## src/rtl/pipe_ctrl_pkg.sv

```systemverilog
// Shared constants for the pipeline control slice:
// stage indices, default exception vector and FSM state encodings.
package pipe_ctrl_pkg;

  localparam int unsigned STG_F = 0;
  localparam int unsigned STG_D = 1;
  localparam int unsigned STG_E = 2;
  localparam int unsigned STG_M = 3;
  localparam int unsigned STG_W = 4;

  localparam logic [31:0] EXC_VEC_DEFAULT = 32'hBFC0_0380;

  localparam logic [0:0] IDLE     = 1'b0;
  localparam logic [0:0] REDIRECT = 1'b1;

endpackage

```

## src/rtl/pipe_ctrl_fetch_track.sv

```systemverilog
// Outstanding instruction-fetch counter and squash/drop bookkeeping.
// Responses return in order, so the first drop_cnt responses are stale.
module fetch_track #(
  parameter int MAX_OUTST = 3,
  parameter int CNT_W     = $clog2(MAX_OUTST + 1)
) (
  input  logic clk,
  input  logic resetn,
  input  logic if_req_fire,
  input  logic if_resp_valid,
  input  logic squash,
  output logic if_resp_drop,
  output logic outst_full,
  output logic drop_nz
);

  logic [CNT_W-1:0] outst_q, outst_d;
  logic [CNT_W-1:0] drop_q, drop_d;

  assign outst_full   = (outst_q == CNT_W'(MAX_OUTST));
  assign drop_nz      = (drop_q != '0);
  assign if_resp_drop = if_resp_valid & drop_nz;

  always_comb begin
    outst_d = outst_q;
    unique case ({if_req_fire, if_resp_valid})
      2'b10:   if (!outst_full) outst_d = outst_q + CNT_W'(1);
      2'b01:   if (outst_q != '0) outst_d = outst_q - CNT_W'(1);
      default: outst_d = outst_q;
    endcase
  end

  // Everything in flight, including a request firing now, is squashed.
  always_comb begin
    drop_d = drop_q;
    if (squash)
      drop_d = outst_q - CNT_W'(if_resp_valid) + CNT_W'(if_req_fire);
    else if (if_resp_drop)
      drop_d = drop_q - CNT_W'(1);
  end

  always_ff @(posedge clk or negedge resetn) begin
    if (!resetn) begin
      outst_q <= '0;
      drop_q  <= '0;
    end else begin
      outst_q <= outst_d;
      drop_q  <= drop_d;
    end
  end

  a_no_fire_full: assert property (@(posedge clk) disable iff (!resetn)
    !(if_req_fire && !if_resp_valid && outst_full));

  a_no_resp_empty: assert property (@(posedge clk) disable iff (!resetn)
    !(if_resp_valid && outst_q == '0));

endmodule

```

## src/rtl/pipe_ctrl.sv

```systemverilog
// Pipeline stall/flush generation, exception/ERET redirect FSM,
// and squashing of in-flight instruction fetches.
import pipe_ctrl_pkg::*;

module pipe_ctrl #(
  parameter int              NSTAGE    = 5,
  parameter int              PC_W      = 32,
  parameter logic [PC_W-1:0] EXC_VEC   = PC_W'(EXC_VEC_DEFAULT),
  parameter int              MAX_OUTST = 3,
  parameter int              CNT_W     = $clog2(MAX_OUTST + 1)
) (
  input  logic              clk,
  input  logic              resetn,
  input  logic [NSTAGE-1:0] stall_req,
  input  logic              except_valid,
  input  logic              except_eret,
  input  logic [PC_W-1:0]   epc,
  input  logic              if_req_fire,
  input  logic              if_resp_valid,
  output logic              if_resp_drop,
  output logic              outst_full,
  output logic [NSTAGE-1:0] stall,
  output logic [NSTAGE-1:0] flush,
  output logic              redirect_valid,
  output logic [PC_W-1:0]   redirect_pc,
  input  logic              redirect_ack,
  output logic              busy
);

  logic [0:0]        state_q, state_d;
  logic [PC_W-1:0]   pc_q, pc_d;
  logic [NSTAGE-1:0] stall_raw;
  logic              in_redir;
  logic              drop_nz;

  assign in_redir = (state_q == REDIRECT);

  // A stalled stage freezes every earlier stage.
  always_comb begin
    logic acc;
    acc       = 1'b0;
    stall_raw = '0;
    for (int i = NSTAGE - 1; i >= 0; i--) begin
      acc          = acc | stall_req[i];
      stall_raw[i] = acc;
    end
  end

  always_comb begin
    stall = stall_raw;
    if (in_redir) stall[STG_F] = 1'b0;
    flush = '0;
    for (int i = 0; i < NSTAGE - 1; i++)
      flush[i+1] = stall[i] & ~stall[i+1];
    if (in_redir) flush[STG_F] = 1'b1;
    if (except_valid) begin
      stall = '0;
      flush = '1;
    end
    if (!resetn) begin
      stall = '0;
      flush = '0;
    end
  end

  // A fresh exception wins over an ack arriving the same cycle.
  always_comb begin
    state_d = state_q;
    pc_d    = pc_q;
    if (except_valid) begin
      state_d = REDIRECT;
      pc_d    = except_eret ? epc : EXC_VEC;
    end else if (in_redir && redirect_ack) begin
      state_d = IDLE;
    end
  end

  always_ff @(posedge clk or negedge resetn) begin
    if (!resetn) begin
      state_q <= IDLE;
      pc_q    <= '0;
    end else begin
      state_q <= state_d;
      pc_q    <= pc_d;
    end
  end

  fetch_track #(
    .MAX_OUTST (MAX_OUTST),
    .CNT_W     (CNT_W)
  ) u_fetch_track (
    .clk           (clk),
    .resetn        (resetn),
    .if_req_fire   (if_req_fire),
    .if_resp_valid (if_resp_valid),
    .squash        (except_valid),
    .if_resp_drop  (if_resp_drop),
    .outst_full    (outst_full),
    .drop_nz       (drop_nz)
  );

  assign redirect_valid = in_redir;
  assign redirect_pc    = pc_q;
  assign busy           = in_redir | drop_nz;

endmodule
```

## config.mk

```make
export PLATFORM = sky130hd
export DESIGN_NAME = pipe_ctrl
export DESIGN_NICKNAME = d
export VERILOG_FILES = /design/src/rtl/pipe_ctrl_pkg.sv /design/src/rtl/pipe_ctrl_fetch_track.sv /design/src/rtl/pipe_ctrl.sv
export SDC_FILE = /design/constraint.sdc
export NUM_CORES = 1
export LEC_CHECK = 0
export CAP_MARGIN = 15
export CELL_PAD_IN_SITES_DETAIL_PLACEMENT = 1
export CELL_PAD_IN_SITES_GLOBAL_PLACEMENT = 1
export CORE_MARGIN = 4
export CORE_UTILIZATION = 28
export CTS_CLUSTER_DIAMETER = 60
export DETAILED_ROUTE_END_ITERATION = 10
export GPL_TIMING_DRIVEN = 0
export PLACE_DENSITY = 0.89
export SKIP_LAST_GASP = 1
export SYNTH_ARGS = -nofsm -noshare
export SYNTH_HDL_FRONTEND = slang
export SYNTH_SLANG_ARGS = --single-unit
```

## constraint.sdc

```tcl
create_clock -name clk -period 2.25 [get_ports clk]
set_clock_uncertainty 0.2 [all_clocks]
set_input_delay 0.3375 -clock clk [delete_from_list [all_inputs] [get_ports clk]]
set_output_delay 0.3375 -clock clk [all_outputs]
set_load 0.01 [all_outputs]
```

==> reports/results.ini <==
[grt]
use_met1_pct = 17.92
grt_pass1_wl_um = 8576
gr-total-overflow = 0
grtUsageMet2_pct = 24.93
grt_start_max_net_pins = 28
globalRouteMet3Util_pct = 4.951
grt_pass1_vias = 1759
busiest_layer = met2
grt.total_usage_pct = 14.61
antenna_found_initial = 0

[power]
p_per_area_nw_per_um2 = 662.2
p_leak_nw = 1.233
irDropWorstVdd_uv = 238.6

[synthesis]
seq_area_frac_synth_pct = 55.56
synth_compound_area_share_pct = 17.04
synth.distinct_cells = 23
avgSynthCellArea_um2 = 9.634
synth_nets = 222
synth-xor-area-share_pct = 1.577
synth_simple_gate_area_share_pct = 12.16
synthAdderAreaFrac_pct = 3.754
postSynthCellCount = 173
synth-seq-cells = 37
ys_warn_count = 0
synth_area_um2 = 1667
synth_top_family_by_area = compound AO/OA/AOI/OAI gates
muxShareOfSynthArea_pct = 1.276

[detailed_routing]
routedWlPerCell_um = 14.82
remaining_drc_errors = 0
wl_um = 5097
vias_per_cell = 4.610
vias = 1586
drt-pass1-iter-count = 3
drt-initial-drc-count = 26
postRouteAntennaNets = 0

[timing]
rsz0062_at_grt = yes
fmax_mhz = 439.2
max_slew.worst_pin.slew_ns = 0.4869
final.setup.tns_ns = -0.03696
finalCritPeriodShare_pct = 101.2
period_minus_slack_ns = 2.277
fin_ws_ns = -0.02697
finalHoldViolCount = 0
setup_viol = 2
finalMaxSlewViolations = 0
relSlewSlack_pct = 67.43

[cts]
clkTransAtPathRegs_ns = 0.08
cts_buffer_depth = 2
clock_sinks = 37
htree_levels = 2
cts_tree = done
clkLatencyLatePin_ns = 0.28
cts_made_buffers = 5
root_buffer = clkbuf_8

[critical_path]
critPathMaxFanout = 3
path_buf_inv = 2
cp_slowest_stage_delay_ns = 0.56
worstSetupPathType = input port to output pin
reg2reg_from = u_fetch_track.outst_q[0]$_DFFE_PN0P_
critical_path.endpoint_type = output pin
cpMaxStageDelayCell = or4_4
crit_arrival_ns = 1.74
worstPathCellList = clkdlybuf4s50_1, or4_4, o31ai_4, buf_2
worstPathRequired_ns = 1.71
critPathLaunch = stall_req[1]
cp_top_family = buffers and inverters
startpoint_type = input port

[floorplan]
die_y_um = 85.15
pin_count = 90
die_w_um = 85.15
start_util_pct = 29.54
std_cell_rows = 27
core_area_um2 = 5642
die_area_um2 = 7251

[final_layout]
finalNetCount = 320
multiInputGateArea_um2 = 620.6
register_area_um2 = 925.9
stdcell_count = 344
postLayoutCoreUtil_pct = 49.66
syn2layout_area_growth_pct = 68.09
drive_above_1_share_pct = 9.191
fillerInstances = 643
diodes = 0

[placed_design]
dpl.cell_count = 334
hpwl_um = 3971
port_buffers = 88
gp_congestion = 0.7039

[flow_run]
cap_viol_max_count = 0

[min_path]
worst_hold_path_type = input port to async pin

[run_status]
violations = setup timing
status = complete, but fails checks

layer usage:
metal  up-vias  wire length [um]
li1        754                 -
met1       769              2163
met2        61              2518
met3         2               399
met4         0                15
met5         -                 0
timing repair:
action,4_1_cts,5_1_grt
setup buffers,0,0
hold buffers,2,0
hold endpoints to repair,10,0
gates resized for setup,17,8
gates cloned,0,0
endpoints found under the setup margin,7,6
cell type report:
| type | count | area share, % |
|---|---|---|
| plain buffers | 8 | 1.385 |
| clock buffers | 6 | 2.948 |
| clock inverters | 2 | 0.4913 |
| inverters | 29 | 3.886 |
| multi-input cells | 99 | 22.15 |
| flip-flops and latches | 37 | 33.05 |
| well taps | 72 | 3.216 |
| repair buffers | 91 | 32.87 |
placed cells by master, fill, tap and decap left out, types with 2 or more instances in the layout:
master | synthesis | layout
a21oi_1 | 5 | 5
nand2_1 | 24 | 24
buf_12 | 0 | 2
nor2b_1 | 5 | 4
dlygate4sd2_1 | 0 | 3
clkbuf_2 | 0 | 2
o21ai_0 | 22 | 22
clkdlybuf4s50_1 | 0 | 78
inv_1 | 29 | 29
xnor2_1 | 3 | 3
clkbuf_1 | 4 | 2
nor3_1 | 3 | 2
clkbuf_8 | 0 | 6
nand2b_1 | 3 | 3
dfrtp_1 | 37 | 37
dlymetal6s2s_1 | 0 | 3
nor2_1 | 8 | 7
buf_2 | 4 | 5
ha_1 | 5 | 5
o22a_1 | 12 | 12
state kept, by name, summed over array words and instances (netlist names):
name                   cells
u_fetch_track.outst_q      2
redirect_pc               32
redirect_valid             1
u_fetch_track.drop_q       2
where the power goes:
| group | internal (mW) | total, mW | switching [mW] | leakage [nW] |
|---|---|---|---|---|
| Clock | 0.248 | 0.488 | 0.239 | 0.0512 |
| Sequential | 0.746 | 0.802 | 0.0558 | 0.441 |
| Combinational | 0.320 | 0.566 | 0.246 | 0.741 |
| Total | 1.31 | 1.86 | 0.541 | 1.23 |
cell usage after synthesis, drive strengths merged:
library cell  count  share of area [%]
a211o             1               0.53
a211oi            1               0.45
a21o              1               0.45
a21oi             5                1.5
and2              1               0.38
buf               4                1.2
clkbuf            4               0.90
dfrtp            37                 56
ha                5                3.8
inv              29                6.5
mux2              1               0.68
mux2i             1               0.60
nand2            24                5.4
nand2b            3                1.1
nor2              8                1.8
nor2b             5                1.9
nor3              3               0.90
o21a              1               0.45
o21ai            22                6.6
o22a             12                6.3
o31ai             1               0.75
or4               1               0.68
xnor2             3                1.6
per-stage QoR:
step	total power, mW	setup WS, ns	hold WS (ns)	cell area, um^2
floorplan	1.064	0.5443	-0.1581	1667
global placement	1.341	-1.744	0.2784	2638
detailed placement	1.379	-0.4718	0.08258	2653
CTS	1.893	-0.03256	0.02490	2785
global route	1.989	-0.08336	0.04493	2801
finish	1.855	-0.02697	0.02228	2801
kinds of logic after synthesis:
kind of cell / Yosys count
and+or+nand+nor: 45
adders and majority gates: 5
buffers and inverters: 37
xor gates and xnor gates: 3
AOI/OAI and AO/OA: 44
muxes: 2
DFF: 37
path summary, 6_finish.rpt:
| check | end | slack [ns] | cells after the start |
|---|---|---|---|
| worst max-delay path | flush[1] | -0.03 | 4 |
| max in group asynchronous | u_fetch_track.drop_q[1]$_DFFE_PN0P_ | 1.01 | 2 |
| worst min register to register | redirect_pc[8]$_DFFE_PN0P_ | 0.30 | 1 |
| min in group clk | redirect_pc[8]$_DFFE_PN0P_ | 0.30 | 1 |
| worst min-delay path | redirect_pc[30]$_DFFE_PN0P_ | 0.02 | 3 |
| worst max register to register | u_fetch_track.drop_q[1]$_DFFE_PN0P_ | 0.43 | 7 |
worst min-delay path, stage by stage:
cell,delay (ns)
buf_2,0.20
buf_12,0.14
buf_12,0.17
(Power assumes the default switching activity.)
